--- src/rtl/seq_scan_ctrl_pkg.sv ---
// Shared types and constants for the serial pattern scan controller.
package seq_ctrl_pkg;

    localparam int BYTE_W    = 8;
    localparam int DEF_PAT_W = 4;
    localparam int DEF_CNT_W = 8;

    typedef enum logic [1:0] {
        IDLE,
        LOAD,
        SHIFT,
        DONE
    } state_e;

endpackage

--- src/rtl/seq_scan_ctrl_if.sv ---
// Byte-stream valid/ready channel feeding the scan controller.
interface seq_scan_ctrl_if;
    import seq_ctrl_pkg::*;

    logic              in_valid;
    logic [BYTE_W-1:0] in_data;
    logic              in_ready;

    modport master (output in_valid, output in_data, input in_ready);
    modport slave  (input in_valid, input in_data, output in_ready);

endinterface

--- src/rtl/seq_scan_ctrl_match.sv ---
// History shift register, fill counter and length-masked pattern comparator.
module seq_match
    import seq_ctrl_pkg::*;
#(
    parameter int PAT_W = DEF_PAT_W,
    parameter int LEN_W = $clog2(PAT_W) + 1
) (
    input  logic             clk,
    input  logic             rst,
    input  logic             clear_i,
    input  logic             shift_en_i,
    input  logic             bit_i,
    input  logic [PAT_W-1:0] pat_i,
    input  logic [LEN_W-1:0] len_i,
    output logic             match_o,
    output logic             det_pulse_o
);

    logic [PAT_W-1:0] hist_q, hist_nxt;
    logic [LEN_W-1:0] fill_q, fill_nxt;
    logic [PAT_W-1:0] mask;
    logic             det_q;

    always_comb begin
        mask = '0;
        for (int i = 0; i < PAT_W; i++) begin
            mask[i] = (LEN_W'(i) < len_i);
        end
    end

    assign hist_nxt = {hist_q[PAT_W-2:0], bit_i};
    assign fill_nxt = (fill_q == LEN_W'(PAT_W)) ? fill_q : fill_q + 1'b1;

    // Compared against the post-shift history so the FSM sees this bit's match now.
    assign match_o = shift_en_i && (len_i != '0) && (fill_nxt >= len_i) &&
                     (((hist_nxt ^ pat_i) & mask) == '0);

    always_ff @(posedge clk or posedge rst) begin
        if (rst) begin
            hist_q <= '0;
            fill_q <= '0;
            det_q  <= 1'b0;
        end else if (clear_i) begin
            hist_q <= '0;
            fill_q <= '0;
            det_q  <= 1'b0;
        end else begin
            det_q <= match_o;
            if (shift_en_i) begin
                hist_q <= hist_nxt;
                fill_q <= fill_nxt;
            end
        end
    end

    assign det_pulse_o = det_q;

endmodule

--- src/rtl/seq_scan_ctrl.sv ---
// Scan controller: serialises accepted bytes MSB-first into seq_match and counts matches.
module seq_scan_ctrl
    import seq_ctrl_pkg::*;
#(
    parameter int PAT_W = DEF_PAT_W,
    parameter int CNT_W = DEF_CNT_W,
    parameter int LEN_W = $clog2(PAT_W) + 1
) (
    input  logic             clk,
    input  logic             rst,
    input  logic             start,
    input  logic             stop,
    input  logic             irq_clr,
    input  logic [PAT_W-1:0] cfg_pat,
    input  logic [LEN_W-1:0] cfg_len,
    input  logic [CNT_W-1:0] cfg_thresh,
    seq_scan_ctrl_if.slave   in_if,
    output logic             det_pulse,
    output logic [CNT_W-1:0] match_cnt,
    output logic             busy,
    output logic             done,
    output logic             irq
);

    localparam int IDX_W = $clog2(BYTE_W);

    state_e            state_q, state_d;
    logic [BYTE_W-1:0] byte_q, byte_d;
    logic [IDX_W-1:0]  bit_idx_q, bit_idx_d;
    logic [PAT_W-1:0]  pat_q, pat_d;
    logic [LEN_W-1:0]  len_q, len_d;
    logic [CNT_W-1:0]  thresh_q, thresh_d;
    logic [CNT_W-1:0]  cnt_q, cnt_d;
    logic              stop_pend_q, stop_pend_d;
    logic              irq_q, irq_d;

    logic start_acc, shift_en, match, thresh_hit, ready;

    assign start_acc = (state_q == IDLE) && start;
    assign shift_en  = (state_q == SHIFT);

    seq_match #(
        .PAT_W (PAT_W),
        .LEN_W (LEN_W)
    ) u_match (
        .clk         (clk),
        .rst         (rst),
        .clear_i     (start_acc),
        .shift_en_i  (shift_en),
        .bit_i       (byte_q[bit_idx_q]),
        .pat_i       (pat_q),
        .len_i       (len_q),
        .match_o     (match),
        .det_pulse_o (det_pulse)
    );

    always_ff @(posedge clk or posedge rst) begin
        if (rst) begin
            state_q     <= IDLE;
            byte_q      <= '0;
            bit_idx_q   <= '0;
            pat_q       <= '0;
            len_q       <= '0;
            thresh_q    <= '0;
            cnt_q       <= '0;
            stop_pend_q <= 1'b0;
            irq_q       <= 1'b0;
        end else begin
            state_q     <= state_d;
            byte_q      <= byte_d;
            bit_idx_q   <= bit_idx_d;
            pat_q       <= pat_d;
            len_q       <= len_d;
            thresh_q    <= thresh_d;
            cnt_q       <= cnt_d;
            stop_pend_q <= stop_pend_d;
            irq_q       <= irq_d;
        end
    end

    always_comb begin
        cnt_d = cnt_q;
        if (start_acc) begin
            cnt_d = '0;
        end else if (match && !(&cnt_q)) begin
            cnt_d = cnt_q + 1'b1;
        end
    end

    // Uses the count including the current bit, so a threshold hit on bit 0 still ends the scan.
    assign thresh_hit = (thresh_q != '0) && (cnt_d >= thresh_q);

    always_comb begin
        state_d     = state_q;
        byte_d      = byte_q;
        bit_idx_d   = bit_idx_q;
        pat_d       = pat_q;
        len_d       = len_q;
        thresh_d    = thresh_q;
        stop_pend_d = stop_pend_q;
        ready       = 1'b0;

        case (state_q)
            IDLE: begin
                if (start) begin
                    pat_d       = cfg_pat;
                    len_d       = (cfg_len > LEN_W'(PAT_W)) ? LEN_W'(PAT_W) : cfg_len;
                    thresh_d    = cfg_thresh;
                    stop_pend_d = 1'b0;
                    state_d     = LOAD;
                end
            end
            LOAD: begin
                if (stop || stop_pend_q) begin
                    state_d = DONE;
                end else begin
                    ready = 1'b1;
                    if (in_if.in_valid) begin
                        byte_d    = in_if.in_data;
                        bit_idx_d = IDX_W'(BYTE_W - 1);
                        state_d   = SHIFT;
                    end
                end
            end
            SHIFT: begin
                if (stop) stop_pend_d = 1'b1;
                bit_idx_d = bit_idx_q - 1'b1;
                if (bit_idx_q == '0) begin
                    state_d = (stop_pend_q || stop || thresh_hit) ? DONE : LOAD;
                end
            end
            DONE: begin
                stop_pend_d = 1'b0;
                state_d     = IDLE;
            end
            default: state_d = IDLE;
        endcase
    end

    always_comb begin
        irq_d = irq_q;
        if (irq_clr || start_acc) irq_d = 1'b0;
        if (state_q == DONE)      irq_d = 1'b1;
    end

    assign in_if.in_ready = ready;
    assign match_cnt      = cnt_q;
    assign busy           = (state_q == LOAD) || (state_q == SHIFT);
    assign done           = (state_q == DONE);
    assign irq            = irq_q;

endmodule

--- src/flat_wrapper.sv ---
// flat-port wrapper written by rule: the top's interface ports become plain ports
module seq_scan_ctrl_flat import seq_ctrl_pkg::*;
#(
    parameter int PAT_W = DEF_PAT_W,
    parameter int CNT_W = DEF_CNT_W,
    parameter int LEN_W = $clog2(PAT_W) + 1
)
  (clk, rst, start, stop, irq_clr, cfg_pat, cfg_len, cfg_thresh, det_pulse, match_cnt, busy, done, irq, in_if_in_valid, in_if_in_data, in_if_in_ready);
  seq_scan_ctrl_if in_if_i ();
  input  logic clk;
  input  logic rst;
  input  logic start;
  input  logic stop;
  input  logic irq_clr;
  input  logic [PAT_W-1:0] cfg_pat;
  input  logic [LEN_W-1:0] cfg_len;
  input  logic [CNT_W-1:0] cfg_thresh;
  output logic det_pulse;
  output logic [CNT_W-1:0] match_cnt;
  output logic busy;
  output logic done;
  output logic irq;
  input wire logic [$bits(in_if_i.in_valid)-1:0] in_if_in_valid;
  input wire logic [$bits(in_if_i.in_data)-1:0] in_if_in_data;
  output wire logic [$bits(in_if_i.in_ready)-1:0] in_if_in_ready;
  assign in_if_i.in_valid = in_if_in_valid;
  assign in_if_i.in_data = in_if_in_data;
  assign in_if_in_ready = in_if_i.in_ready;
  seq_scan_ctrl #(.PAT_W(PAT_W), .CNT_W(CNT_W), .LEN_W(LEN_W)) u_core (.clk(clk), .rst(rst), .start(start), .stop(stop), .irq_clr(irq_clr), .cfg_pat(cfg_pat), .cfg_len(cfg_len), .cfg_thresh(cfg_thresh), .in_if(in_if_i), .det_pulse(det_pulse), .match_cnt(match_cnt), .busy(busy), .done(done), .irq(irq));
endmodule
--- config.mk ---
export PLATFORM = sky130hd
export DESIGN_NAME = seq_scan_ctrl_flat
export DESIGN_NICKNAME = d
export VERILOG_FILES = /design/src/rtl/seq_scan_ctrl_pkg.sv /design/src/rtl/seq_scan_ctrl_if.sv /design/src/rtl/seq_scan_ctrl_match.sv /design/src/rtl/seq_scan_ctrl.sv /design/src/flat_wrapper.sv
export SDC_FILE = /design/constraint.sdc
export NUM_CORES = 1
export LEC_CHECK = 0
export ABC_AREA = 1
export CORE_MARGIN = 5
export CORE_UTILIZATION = 53
export DETAILED_ROUTE_END_ITERATION = 8
export PLACE_DENSITY = 0.79
export SLEW_MARGIN = 20
export SYNTH_ARGS = -nofsm -noshare
export SYNTH_HDL_FRONTEND = slang
export SYNTH_SLANG_ARGS = --single-unit
--- constraint.sdc ---
create_clock -name clk -period 3.35 [get_ports clk]
set_clock_uncertainty 0.05 [all_clocks]
set_input_delay 0.335 -clock clk [delete_from_list [all_inputs] [get_ports clk]]
set_output_delay 0.335 -clock clk [all_outputs]
set_load 0.1 [all_outputs]
==> flow_summary.toml, run 1 <==
[power_and_ir_drop]
p_leak_nw = 1.53
power_w = 0.00294
ir_drop_uv = 875
cellPowerDensity_mw_per_mm2 = 905

[die]
die-area_mm2 = 0.00633
coreArea_mm2 = 0.00472
rows = 25
ios = 42
die_w_um = 79.5
start_util_pct = 54.3
die_h_um = 79.5

[cells_and_area]
diodes = 0
syn_to_final_growth_pct = 26.8
stdcell_count = 419
design_area_mm2 = 0.00325
drive_gt1_share_pct = 14.8
layout.nets = 401

[detailed_routing]
vias = 2231
drt_iter0_drc = 145
ant_nets = 0
vias_per_cell = 5.32
wl_per_cell_um = 14.1
drt-pass1-iter-count = 4
routed_wl_um = 5900
drc_errors = 0

[grt]
grt_max_degree = 29
grt_pass1_vias = 2244
antenna_found_initial = 0
grt_overflow_total = 0
grt_pass1_wl_um = 9840
track_usage_pct = 19.6

[clocking]
cts_sinks = 45
clk_pin_slew_ns = 0.09
cts_buffer_depth = 2
cts_tree = "yes"
root_buffer = "clkbuf_8"
ctsHoldBuffers = 0
numCtsBuffers = 5
h-tree-depth = 2
insertion_delay_ns = 0.30

[worst_setup_path]
crit_arrival_ns = 3.45
r2r-end = "u_core.state_q[1]"
cp.required_ns = 3.54
critPathMaxFanout = 8
critPathLaunchType = "flip-flop"
path_class = "flip-flop to flip-flop"
r2r_slack_ns = 0.09
crit_start = "u_core.u_match.fill_q[0]"
cp-end-kind = "flip-flop"
reg2reg_depth = 18
worstReg2RegStart = "u_core.u_match.fill_q[0]"

[yosys]
synth_top_family_by_area = "simple AND/OR/NAND/NOR gates"
synth_fp_nets = 350
synth_area_leaders = "dfrtp_1 (44%), ha_1 (10%), nand2_1 (9.4%)"
yosysMostFrequentCell = "nand2_1"
synth_ff_type = "dfrtp_1"
yosys_warnings = 0
syn_area_mm2 = 0.00256
syn_inst = 300
synthSimpleGateAreaFrac_pct = 21.0
async_flop_share_pct = 100
postSynthRegisterBits = 45
yosysTopAreaCell = "dfrtp_1"
ys_top_cells_by_count = "nand2_1 (64), dfrtp_1 (45), inv_1 (41), o21ai_0 (29), ha_1 (21)"
synth_seq_area_share_pct = 43.9
syn_area_per_cell_um2 = 8.54
yosysTopAreaCellShare_pct = 43.9
synth_fa_ha_area_share_pct = 10.3
synth_xor_area_share_pct = 3.42
synthMuxAreaShare_pct = 0
synth_edf_count = 0
synth_compound_area_share_pct = 13.9
ys_types = 33

[placed_design]
gp_congestion = 0.902
dp_hpwl_um = 4210
io_buffers = 41
dpl_cell_area_mm2 = 0.00306
dp.cells = 407

[sta]
setup_viol = 0
period_share_pct = 97.3
tightest_slew_ns = 0.966
min_period_ns = 3.26
max_slew_margin_pct = 35.4
report.final.slew_viol_count = 0
hold_viol = 0
fmax_mhz = 307

[hold_path]
hold_class = "input port to async pin"

[status]
status = "finished, final reports clean"

[run]
cap_violations = 0
[logic make-up after synthesis]
| group | after synthesis |
|---|---|
| simple gates | 113 |
| compound gates | 61 |
| buf+inv | 50 |
| flops | 45 |
| fa+ha+maj | 21 |
| xor+xnor | 10 |
[layout make-up]
cell class	count	area [µm²]
clock buffers	6	82.6
clock inverters	2	37.5
fillers	357	1480
inverters	45	169
multi-input cells	205	1290
flip-flops and latches	45	1130
well taps	67	83.8
repair buffers	49	463
[worst max-delay path: stages (launching register included)]
cell       delay (ns)
dfrtp_1          0.41
ha_2             0.22
xnor2_2          0.18
nand2_2          0.12
ha_4             0.30
nand2_1          0.06
o211ai_1         0.16
nand3_1          0.16
nor2_4           0.26
nand3_4          0.17
nand2_1          0.11
a21oi_2          0.06
ha_1             0.33
nand2_1          0.10
nor2_2           0.13
nand4_1          0.09
o2111ai_1        0.10
nand2_1          0.09
a21oi_2          0.11
[per-stage QoR]
stage / setup slack [ns] / hold WS (ns) / utilization, % / setup TNS [ns]
after global routing: -0.0848 / 0.410 / 68.8 / -0.0848
after CTS: 0.146 / 0.427 / 67.3 / 0
final: 0.0890 / 0.368 / 68.8 / 0
after detailed placement: 0.241 / 0.456 / 64.7 / 0
after global placement: 0.406 / 0.440 / 64.7 / 0
after floorplan: 0.234 / 0.395 / - / 0
[state kept, by name (all words and copies together) (netlist names)]
register and count:
u_core.u_match.det_pulse_o 1, u_core.irq 1, u_core.thresh_q 8, u_core.bit_idx_q 3
u_core.u_match.hist_q 3, u_core.byte_q 8, u_core.pat_q 4, u_core.u_match.fill_q 3
u_core.state_q 2, u_core.len_q 3, u_core.stop_pend_q 1, u_core.match_cnt 8
[cell usage in the layout (no fill, tap or decap), types with 8 or more instances in the layout]
cell / Yosys / layout
ha_1: 21 / 19
nor2_1: 14 / 13
nand3_1: 12 / 12
o21ai_0: 29 / 28
inv_1: 41 / 39
nand4_1: 9 / 9
a21oi_2: 7 / 8
dfrtp_1: 45 / 45
clkdlybuf4s50_1: 0 / 38
nand2_1: 64 / 59
buf_4: 1 / 11
a21oi_1: 13 / 12
[timing repair]
| item | CTS | global route |
|---|---|---|
| gates resized for setup | 0 | 12 |
| setup endpoints to repair | 0 | 1 |
| setup buffers | 0 | 4 |
| hold endpoints to repair | 0 | 0 |
[how the worst max path moves through the flow]
stage | depth (start not counted) | endpoint | slack (ns)
3_3_place_gp | 18 | u_core.state_q[1] | 0.41
5_1_grt | 18 | u_core.state_q[1] | -0.08
2_1_floorplan | 14 | u_core.state_q[1] | 0.23
3_5_place_dp | 18 | u_core.state_q[1] | 0.24
4_1_cts | 18 | u_core.state_q[1] | 0.15
6_report | 18 | u_core.state_q[1] | 0.09
[power breakdown]
part           internal, W  total [W]  switching, W
logic             0.000531    0.00160       0.00107
registers         0.000756   0.000903      0.000147
clock network     0.000243   0.000435      0.000192
[layer usage]
layer | global-route usage, % | routed length [µm] | part of all wire [%]
met4 | 7.04 | 153 | 2.6
met5 | 0 | 0 | 0
met3 | 3.95 | 262 | 4.4
met2 | 33.8 | 2890 | 49
met1 | 24.0 | 2590 | 44
Power figures use the tool's default switching activity.
==> run 2, diff against run 1 <==
--- a/config.mk
+++ b/config.mk
@@ -6,10 +6,13 @@
 export NUM_CORES = 1
 export LEC_CHECK = 0
 export ABC_AREA = 1
+export CAP_MARGIN = 20
+export CELL_PAD_IN_SITES_DETAIL_PLACEMENT = 2
+export CELL_PAD_IN_SITES_GLOBAL_PLACEMENT = 2
 export CORE_MARGIN = 5
-export CORE_UTILIZATION = 53
+export CORE_UTILIZATION = 32
 export DETAILED_ROUTE_END_ITERATION = 8
-export PLACE_DENSITY = 0.79
+export PLACE_DENSITY_LB_ADDON = 0.1
 export SLEW_MARGIN = 20
 export SYNTH_ARGS = -nofsm -noshare
 export SYNTH_HDL_FRONTEND = slang
==> run 2 against run 1 <==
Non-clock buffer count grew 4. Critical endpoint unchanged. Sequential share of layout area decreased by 1.7 points. Critical path type unchanged. Clock power is 18% lower. Largest power group unchanged. Utilization down 25 points.
==> flow_summary.toml, run 2 (synthesized netlist as in run 1, its figures left out) <==
[die]
die-area_mm2 = 0.00990
die_h_um = 99.5
ios = 42
coreArea_mm2 = 0.00777
start_util_pct = 33.0
rows = 32
die_w_um = 99.5

[worst_setup_path]
r2r_slack_ns = 0.10
crit_path_end = "u_core.state_q[1]"
worstReg2RegStart = "u_core.u_match.fill_q[0]"
critPathMaxFanout = 4
r2r-end = "u_core.state_q[1]"
crit_start = "u_core.u_match.fill_q[0]"
cp-end-kind = "flip-flop"
crit_arrival_ns = 3.39
path_class = "flip-flop to flip-flop"
critPathLaunchType = "flip-flop"
cp.required_ns = 3.49
reg2reg_depth = 19

[clocking]
cts_buffer_depth = 2
cts_sinks = 45
clk_pin_slew_ns = 0.09
insertion_delay_ns = 0.31
h-tree-depth = 2
cts_tree = "yes"
ctsHoldBuffers = 0
root_buffer = "clkbuf_8"
numCtsBuffers = 5

[cells_and_area]
post-route-util_pct = 44.0
final_common_cell = "nand2_1"
stdcell_count = 458
seqCellArea_mm2 = 0.00113
diodes = 0
design_area_mm2 = 0.00341
layout.nets = 406
multi_input_area_mm2 = 0.00141
mostFrequentLayoutCells = "nand2_1 (55), dfrtp_1 (45), clkdlybuf4s50_1 (38)"
nFillCells = 873
drive_gt1_share_pct = 19.9
syn_to_final_growth_pct = 33.3

[detailed_routing]
vias = 2298
vias_per_cell = 5.02
ant_nets = 0
drc_errors = 0
routed_wl_um = 7670
drt-pass1-iter-count = 4
drt_iter0_drc = 37
wl_per_cell_um = 16.7

[grt]
track_usage_pct = 14.8
grt_overflow_total = 0
grt_pass1_vias = 2450
grt_max_degree = 46
grt_pass1_wl_um = 11800
antenna_found_initial = 0

[placed_design]
io_buffers = 41
dpl_worst_slack_ns = 0.110
dp.cells = 440
gp_congestion = 0.737
dpl_cell_area_mm2 = 0.00309
dp_hpwl_um = 5540

[power_and_ir_drop]
p_leak_nw = 1.56
power_w = 0.00308
cellPowerDensity_mw_per_mm2 = 903
ir_drop_uv = 705

[sta]
fmax_mhz = 308
report.final.slew_viol_count = 0
setup_viol = 0
min_period_ns = 3.25
setup_ws_ns = 0.102
tightest_slew_ns = 0.993
max_slew_margin_pct = 33.6
hold_viol = 0
period_share_pct = 97.0

[status]
status = "finished, final reports clean"

[hold_path]
hold_class = "input port to async pin"

[run]
cap_violations = 0
==> run 2: cell count changes in the layout (fill, tap and decap cells not counted), moves of 2 or more <==
cell	delta
a21oi_1	-2
a21oi_4	+2
buf_4	+3
ha_1	-4
ha_4	+4
inv_1	-2
nand2_1	-4
nand2_2	+3
==> run 2: worst min-delay path by stage <==
stage	endpoint	start
final	u_core.byte_q[3]	rst
after detailed placement	u_core.pat_q[1]	u_core.pat_q[1]
after floorplan	u_core.pat_q[1]	cfg_pat[1]
after global routing	u_core.irq	u_core.irq
after global placement	u_core.pat_q[3]	u_core.pat_q[3]
after CTS	u_core.pat_q[1]	u_core.pat_q[1]
==> run 2: report_power, final <==
group | leakage, nW | total (W) | internal (W) | switching, W
clock network | 0.0443 | 0.000357 | 0.000164 | 0.000193
logic | 0.954 | 0.00182 | 0.000635 | 0.00119
registers | 0.565 | 0.000907 | 0.000756 | 0.000151
==> run 2: critical path, cell delays in order, from the launching register on <==
cell	delay (ns)
dfrtp_1	0.41
inv_2	0.11
ha_4	0.15
nand2_4	0.06
xor2_2	0.19
ha_1	0.28
nand3_1	0.08
o211ai_1	0.11
nand3_2	0.13
nor2_4	0.21
buf_6	0.13
nand4_1	0.10
a21oi_2	0.26
ha_4	0.26
a21oi_4	0.13
o21ai_2	0.09
nand2_1	0.09
o2111ai_2	0.11
nand2_1	0.11
a21oi_2	0.06
==> run 2: repair_timing <==
item                       CTS  global route
setup endpoints to repair    0             1
buffers inserted             0            10
gates resized for setup      0            34
==> run 2: metal layers <==
metal  routed length (µm)  global-route usage [%]  vias to the layer above
met1                 3590                    20.0                     1156
met2                 3730                    24.7                       35
met3                  220                    2.73                       10
li1                     -                       -                     1097
met5                    0                       0                        -
met4                  123                    3.15                        0
==> run 2: per-stage QoR <==
step	hold slack (ns)	TNS (ns)
final	0.418	0
after global routing	0.489	-0.0887
after CTS	0.477	0
after detailed placement	0.456	0
after global placement	0.447	0
after floorplan	0.395	0
==> run 2: area by class of cell <==
class / instances / area share (%)
Clock buffer: 7 / 2.53
Inverter: 45 / 4.98
Multi-Input combinational cell: 206 / 41.2
Sequential cell: 45 / 33.0
Tap cell: 102 / 3.74
Timing Repair Buffer: 53 / 14.5
